<file path="src/rtl/ahb3lite_interconnect_slave_port.sv">
// ----------------------------------------------------------------------------
// ahb3lite_interconnect_slave_port
//
// Slave-side stage of the AHB3-Lite multi-layer switch. There is one instance
// per AHB slave, and it sits downstream of every master port. The block
// arbitrates between the master ports that select this slave, muxes the
// address-phase owner's command onto the slave bus, and tracks which master
// owns the data phase so that the correct write data is forwarded. Read data
// and the ready/response signals are broadcast back to all master ports.
//
// Ports
//   HCLK, HRESETn        clock (rising edge), asynchronous active-low reset
//   mstpriority[m]       per-master priority (unsigned, 0 is lowest)
//   mstHSEL[m]           per-master request for this slave
//   mstH*[m]             per-master address-phase command and write data
//   mstHREADY[m]         per-master HREADY (reserved, not used)
//   mstHRDATA            slave read data, broadcast to every master
//   mstHREADYOUT         slave HREADYOUT, broadcast to every master
//   mstHRESP             slave HRESP, broadcast to every master
//   can_switch[m]        the owner may release the bus on the next edge
//   master_granted       one-hot address-phase owner
//   slv_H*               AHB slave bus (command out, response in)
//   slv_HREADY           bus HREADY seen by the slave
// ----------------------------------------------------------------------------
module ahb3lite_interconnect_slave_port #(
  parameter int HADDR_SIZE  = 32,
  parameter int HDATA_SIZE  = 32,
  parameter int MASTERS     = 3,
  parameter int MASTER_BITS = $clog2(MASTERS + 1)
) (
  input  logic                   HCLK,
  input  logic                   HRESETn,

  // Master-port side
  input  logic [MASTER_BITS-1:0] mstpriority  [MASTERS],
  input  logic [MASTERS-1:0]     mstHSEL,
  input  logic [HADDR_SIZE-1:0]  mstHADDR     [MASTERS],
  input  logic [HDATA_SIZE-1:0]  mstHWDATA    [MASTERS],
  input  logic [MASTERS-1:0]     mstHWRITE,
  input  logic [2:0]             mstHSIZE     [MASTERS],
  input  logic [2:0]             mstHBURST    [MASTERS],
  input  logic [3:0]             mstHPROT     [MASTERS],
  input  logic [1:0]             mstHTRANS    [MASTERS],
  input  logic [MASTERS-1:0]     mstHMASTLOCK,
  input  logic [MASTERS-1:0]     mstHREADY,
  output logic [HDATA_SIZE-1:0]  mstHRDATA,
  output logic                   mstHREADYOUT,
  output logic                   mstHRESP,

  input  logic [MASTERS-1:0]     can_switch,
  output logic [MASTERS-1:0]     master_granted,

  // Slave side
  output logic                   slv_HSEL,
  output logic [HADDR_SIZE-1:0]  slv_HADDR,
  output logic [HDATA_SIZE-1:0]  slv_HWDATA,
  output logic                   slv_HWRITE,
  output logic [2:0]             slv_HSIZE,
  output logic [2:0]             slv_HBURST,
  output logic [3:0]             slv_HPROT,
  output logic [1:0]             slv_HTRANS,
  output logic                   slv_HMASTLOCK,
  input  logic [HDATA_SIZE-1:0]  slv_HRDATA,
  input  logic                   slv_HREADYOUT,
  input  logic                   slv_HRESP,
  output logic                   slv_HREADY
);

  localparam int          OWNER_BITS = (MASTERS > 1) ? $clog2(MASTERS) : 1;
  localparam int unsigned NM         = MASTERS;

  typedef enum logic [1:0] {
    HTRANS_IDLE   = 2'b00,
    HTRANS_BUSY   = 2'b01,
    HTRANS_NONSEQ = 2'b10,
    HTRANS_SEQ    = 2'b11
  } htrans_t;

  logic [OWNER_BITS-1:0] addr_owner_q, addr_owner_d;
  logic [OWNER_BITS-1:0] data_owner_q, data_owner_d;
  logic                  data_valid_q, data_valid_d;

  logic [MASTERS-1:0]    req;
  logic                  switch_ok;
  logic [OWNER_BITS-1:0] winner;

  // --------------------------------------------------------------------------
  // Address-phase mux: the owner's command goes straight to the slave. An
  // owner that is parked without selecting this slave presents IDLE.
  // --------------------------------------------------------------------------
  always_comb begin
    slv_HSEL      = mstHSEL[addr_owner_q];
    slv_HTRANS    = mstHSEL[addr_owner_q] ? mstHTRANS[addr_owner_q] : HTRANS_IDLE;
    slv_HADDR     = mstHADDR[addr_owner_q];
    slv_HWRITE    = mstHWRITE[addr_owner_q];
    slv_HSIZE     = mstHSIZE[addr_owner_q];
    slv_HBURST    = mstHBURST[addr_owner_q];
    slv_HPROT     = mstHPROT[addr_owner_q];
    slv_HMASTLOCK = mstHMASTLOCK[addr_owner_q];
    slv_HREADY    = slv_HREADYOUT;
  end

  // Data phase and response path
  always_comb begin
    slv_HWDATA   = mstHWDATA[data_owner_q];
    mstHRDATA    = slv_HRDATA;
    mstHREADYOUT = slv_HREADYOUT;
    mstHRESP     = slv_HRESP;
  end

  always_comb begin
    master_granted               = '0;
    master_granted[addr_owner_q] = 1'b1;
  end

  // --------------------------------------------------------------------------
  // Arbitration
  // Candidates are visited starting at owner+1 and wrapping, with the current
  // owner visited last. Only a strictly higher priority replaces the running
  // choice, so the first requester in that order wins a tie; this gives
  // round-robin among equals and lets an equal-priority requester displace
  // the owner.
  // --------------------------------------------------------------------------
  assign req       = mstHSEL;
  assign switch_ok = slv_HREADYOUT & (~req[addr_owner_q] | can_switch[addr_owner_q]);

  always_comb begin
    logic                   found;
    logic [MASTER_BITS-1:0] best_prio;
    logic [OWNER_BITS-1:0]  cand;

    found     = 1'b0;
    best_prio = '0;
    cand      = '0;
    winner    = addr_owner_q;
    for (int unsigned k = 1; k <= NM; k++) begin
      cand = OWNER_BITS'((32'(addr_owner_q) + k) % NM);
      if (req[cand] && (!found || (mstpriority[cand] > best_prio))) begin
        found     = 1'b1;
        best_prio = mstpriority[cand];
        winner    = cand;
      end
    end
  end

  always_comb begin
    addr_owner_d = addr_owner_q;
    data_owner_d = data_owner_q;
    data_valid_d = data_valid_q;

    // No requests: the bus stays parked on the last owner.
    if (switch_ok && |req) begin
      addr_owner_d = winner;
    end

    // Address phase advances into the data phase only on a ready cycle, so
    // the data owner is frozen through wait states.
    if (slv_HREADYOUT) begin
      data_owner_d = addr_owner_q;
      data_valid_d = slv_HSEL & (slv_HTRANS != HTRANS_IDLE);
    end
  end

  always_ff @(posedge HCLK or negedge HRESETn) begin
    if (!HRESETn) begin
      addr_owner_q <= '0;
      data_owner_q <= '0;
      data_valid_q <= 1'b0;
    end else begin
      addr_owner_q <= addr_owner_d;
      data_owner_q <= data_owner_d;
      data_valid_q <= data_valid_d;
    end
  end

  // Tracked for completeness of the data-phase state; no output depends on it.
  logic unused_ok;
  assign unused_ok = ^{1'b0, mstHREADY, data_valid_q};

endmodule

</file>
<file path="config.mk">
export PLATFORM = sky130hd
export DESIGN_NAME = ahb3lite_interconnect_slave_port
export DESIGN_NICKNAME = d
export VERILOG_FILES = /design/src/rtl/ahb3lite_interconnect_slave_port.sv
export SDC_FILE = /design/constraint.sdc
export NUM_CORES = 1
export LEC_CHECK = 0
export CAP_MARGIN = 20
export CORE_AREA = 2 2 158 160
export DETAILED_ROUTE_END_ITERATION = 10
export DIE_AREA = 0 0 160 162
export PLACE_DENSITY = 0.5
export SYNTH_ARGS = -nofsm -noshare
export SYNTH_HDL_FRONTEND = slang
export SYNTH_SLANG_ARGS = --single-unit
</file>
<file path="constraint.sdc">
create_clock -name HCLK -period 10.2 [get_ports HCLK]
set_input_delay 3.06 -clock HCLK [delete_from_list [all_inputs] [get_ports HCLK]]
set_output_delay 3.06 -clock HCLK [all_outputs]
set_load 0.005 [all_outputs]
</file>
# Yosys cells after proc, flatten, opt, wreduce, memory -nomap -nowiden
# Cells that the tools add are included.
[op_classes]
add_sub_neg = 3
div_mod_pow = 3
n_lt_le_gt_ge = 12
muxes = 51
bitwise_logic = 8
reduce_logical = 11
[ops]
columns = ["cell", "n"]
rows = [
  ["32-bit binary-select mux with 2-bit select", 2],
  ["32-bit 2-to-1 mux", 4],
  ["32-bit by 2-bit remainder unit with 32-bit output, second input constant", 3],
  ["2-bit 2-to-1 mux", 14],
  ["2-bit binary-select mux with 2-bit select", 4],
  ["3-bit >= comparator, second input constant", 5],
  ["2-bit inverter with 3-bit output", 5],
  ["1-bit binary-select mux with 2-bit select", 7],
  ["3-bit binary-select mux with 2-bit select", 2],
  ["2-bit by 3-bit less-than comparator with 1-bit output, second input constant", 4],
  ["3-bit 2-to-1 mux", 4],
  ["1-bit 2-to-1 mux", 10],
  ["4-bit binary-select mux with 2-bit select", 1],
  ["4-bit 2-to-1 mux", 2],
  ["2-bit by 2-bit adder with 3-bit output, second input constant", 2],
  ["2-bit > comparator", 2],
  ["1-bit logical AND", 4],
  ["2-bit by 1-bit adder with 3-bit output, second input constant", 1],
  ["3-bit nonzero test", 1],
  ["3-bit OR reduction", 1],
  ["1-bit demux with 2-bit select", 1],
  ["2-bit by 1-bit >= comparator with 1-bit output, second input constant", 1],
  ["1-bit zero test", 2],
  ["1-bit logical OR", 2],
  ["other kinds (4)", 4],
]
[totals]
regBits = 4
output_inout_bits = 117
elab_cells = 90

# Depth between registers and ports, before layout
[depth]
word_depth = 16
ltp_mapped = 22
mapped_depth_nobuf = 18

# Worst setup path before layout
# No wires, ideal clock.
[synth_timing]
kind = "in2out"
startpoint = "input mstHSEL[2]"
endpoint = "output slv_HTRANS[0]"
arrival_time_ns = 3.533
required_time_ns = 7.140
path_slack_ns = 3.607
stages = 3
path_buffers = 0
path_cell_list = "mux2i_1 o22ai_1 and2_1"
[synth_via]
elab_chain_cells = 3
[synth_lines]
columns = ["element", "line", "source"]
rows = [
  ["start: declaration", "36", "input logic [MASTERS-1:0] mstHSEL,"],
  ["1-bit binary-select mux with 2-bit select", "-", ""],
  ["1-bit 2-to-1 mux", "-", ""],
  ["via slv_HSEL", "54", "output logic slv_HSEL,"],
  ["2-bit 2-to-1 mux", "93", "slv_HTRANS = mstHSEL[addr_owner_q] ? mstHTRANS[addr_owner_q] : HTRANS_IDLE;"],
  ["end: declaration", "61", "output logic [1:0] slv_HTRANS,"],
]
# The timed path passes the listed nets, and every way through them passes these cells. The select of a mux whose other input is x is not followed.

# Worst setup path in the final report
[layout_timing]
startpoint = "input mstHSEL[2]"
endpoint = "output slv_HTRANS[0]"
[layout_via]
elab_chain_cells = 3
[layout_lines]
columns = ["element", "line"]
rows = [
  ["1-bit binary-select mux with 2-bit select", "93"],
  ["1-bit 2-to-1 mux (not written as such)", "93"],
  ["2-bit 2-to-1 mux", "93"],
]
# No other way between the ends. The select of a mux whose other input is x is not followed.

==> impl_metrics.yaml <==
layout:
  layout_common_cells: "332 x clkdlybuf4s50_1, 87 x nand2_1, 85 x mux2i_1"
  fill_cells: 2679
  fin_nets: 959
  multiInputGateArea_um2: 2090
  layout_commonest_cell: "clkdlybuf4s50_1"
  syn_to_final_growth_pct: 134
  fin_util_pct: 25.1
  drive_gt1_share_pct: 2.71
  diodes: 0
  seq_area_um2: 105
clocking:
  clk_path_buf_depth: 2
  numCtsBuffers: 3
  cts_tree: "built"
  cts_resized: 0
  cts_setup_buffers: 0
  ctsHtreeMaxLevel: 1
  clock-root-buffer: "clkbuf_16"
  clock_latency_ns: 0.22
  holdBufCountCts: 0
  clk_pin_slew_ns: 0.03
  cts.sinks: 4
routing:
  firstDrtPassIters: 4
  m1WireLength_mm: 5.91
  drt_iter0_drc: 206
  ant_nets: 0
  vias: 3644
  highest_layer: "met4"
  post_drt_wl_per_cell_um: 14.9
  wl_met2_mm: 7.61
  via_per_inst: 3.69
  drc: 0
  routed-wl-met3_um: 958
  wirelength_mm: 14.7
power_and_ir_drop:
  power_density_nw_per_um2: 203
  internal_power_w: 0.000700
  p_leak_nw: 2.20
  power_frac_clock_pct: 4.9
  p_sw_w: 0.000529
  seqPwrFrac_pct: 5.9
  comb_power_share_pct: 89.2
  vdd_drop_max_mv: 0.122
  switching_share_pct: 43.1
floorplan:
  die_w_um: 160
  num_rows: 57
  initial_utilization_pct: 10.8
  fp.dieH_um: 162
  ios: 402
  core-area_um2: 24100
  dieArea_um2: 25900
synth:
  yosysWarnings: 0
  yosysUniqueCellTypes: 35
  synth_cells: 388
  synth_top_cell_by_area: "mux2i_1"
  async_reset_ff_share_pct: 100
  synth_nets: 682
  synth_edf_count: 0
  ys_ff_latch: 4
  synth_top_area_share_pct: 32.8
  syn_area_per_cell_um2: 6.68
  yosys-top-cells-area: "mux2i_1 33%, o21ai_0 15%, nand2_1 13%"
  synth_top_flop_cell: "dfrtp_1"
  seq_area_frac_synth_pct: 3.86
  syn_area_um2: 2590
status:
  status: "complete, no violations"
setup_path:
  slowest_delay_ns: 0.58
  crit_type: "input pin to primary output"
  crit_fanout: 6
  setup.worst_path.end_class: "primary output"
  cpMostUsedCell: "clkdlybuf4s50_1"
  critPathLaunchType: "input pin"
  worst_ep_required_time_ns: 7.14
  arrival_ns: 4.97
  slowest_stage: "clkdlybuf4s50_1"
  cp_cell_sequence: "clkdlybuf4s50_1 > mux2i_1 > o22ai_1 > and2_1 > clkdlybuf4s50_1"
sta:
  worst_clock_skew_ns: 0.000518
  slew_violations: 0
  period_needed_ns: 8.03
  worst_pin_slew_ns: 0.960
  maxSlewHeadroom_pct: 36.0
  fin_setup_tns_ns: 0
  max_freq_mhz: 125
  setup_violations: 0
  rsz0062_at_grt: "no"
  fin_crit_sh_pct: 78.7
  hold_violations: 0
global_route:
  grt_pass1_vias: 3632
  grt_use_total_pct: 10.4
  grt_max_degree: 56
  grt_pass1_wl_mm: 21.6
  overflow: 0
  antenna_found_initial: 0
placed_design:
  hpwl_mm: 12.0
  port-buffer-count: 332
  place_congestion: 0.722
run:
  max_cap_viol_count: 0
hold_path:
  hold_path_class: "flip-flop to flip-flop"
## cell usage after synthesis, types with 2 or more instances
master / count
ha_1: 9
a2bb2oi_1: 2
clkbuf_1: 12
a211o_1: 2
nor2_1: 5
a211oi_1: 3
mux2_1: 3
o22ai_1: 4
nand2_1: 87
buf_2: 14
dfrtp_1: 4
inv_1: 4
buf_1: 4
a21oi_1: 3
mux2i_1: 85
o21a_1: 2
and2_1: 2
mux2_2: 3
o21ai_0: 80
buf_4: 35
nor2b_1: 5
a22oi_1: 2
o21ai_1: 6
## layer usage
layer	vias to the layer above	GRT usage, %
met5	-	0
li1	1880	-
met3	18	2.04
met2	140	19.6
met1	1606	12.0
met4	0	2.66
## registers in the layout (all words and copies together), names as in the netlist
| signal | count |
|---|---|
| addr_owner_q | 2 |
| data_owner_q | 2 |
## through the flow
step	total power (W)	std cells	cell area [µm²]	hold slack (ns)	setup WS [ns]
after global placement	0.00118	984	5980	0.917	2.22
after detailed placement	0.00118	984	5980	0.909	2.18
after CTS	0.00125	987	6060	0.916	2.17
after global routing	0.00134	987	6060	0.956	2.09
final	0.00123	987	6060	0.893	2.17
after floorplan	0.000608	388	2590	0.566	3.61
## power groups by stage
stage	registers [W]	clock network (W)	logic, W
finish	0.0000722	0.0000604	0.00110
global route	0.0000783	0.0000623	0.00120
global placement	0.0000747	0	0.00111
CTS	0.0000745	0.0000616	0.00111
floorplan	0.0000303	0	0.000578
detailed placement	0.0000747	0	0.00110
## kinds of logic (layout without fill, tap and decap cells)
family                   after synthesis  in the layout  share of synthesized area (%)
AO/OA/AOI/OAI                        111            111                           24.0
adder cells (fa/ha/maj)                9              9                           4.34
buffers and inverters                 70            345                           15.9
flip-flops                             4              4                           3.86
multiplexers                          92             92                           36.0
AND/OR/NAND/NOR                      102            102                           15.9
## critical path: cells and delay by family
| kind | cells | cell delay (ns) |
|---|---|---|
| mux | 1 | 0.11 |
| buf+inv | 2 | 1.11 |
| compound gates | 1 | 0.46 |
| simple gates | 1 | 0.23 |
## path summary, 6_finish.rpt
check,startpoint,end,slack [ns],cells after the start
hold / removal,data_owner_q[0],data_owner_q[0],0.89,2
setup reg to reg,addr_owner_q[1],addr_owner_q[0],5.29,17
min in group asynchronous,HRESETn,data_owner_q[0],3.04,1
max in group asynchronous,HRESETn,addr_owner_q[1],6.96,1
hold reg to reg,data_owner_q[0],data_owner_q[0],0.89,2
setup / recovery,mstHSEL[2],slv_HTRANS[0],2.17,5
## final cells by class
class	count	share of cell area (%)
well taps	324	6.69
repair buffers	337	55.5
clock buffers	3	1.24
inverters	5	0.310
flip-flops and latches	4	1.74
multi-input cells	314	34.5
(Power assumes the default switching activity.)
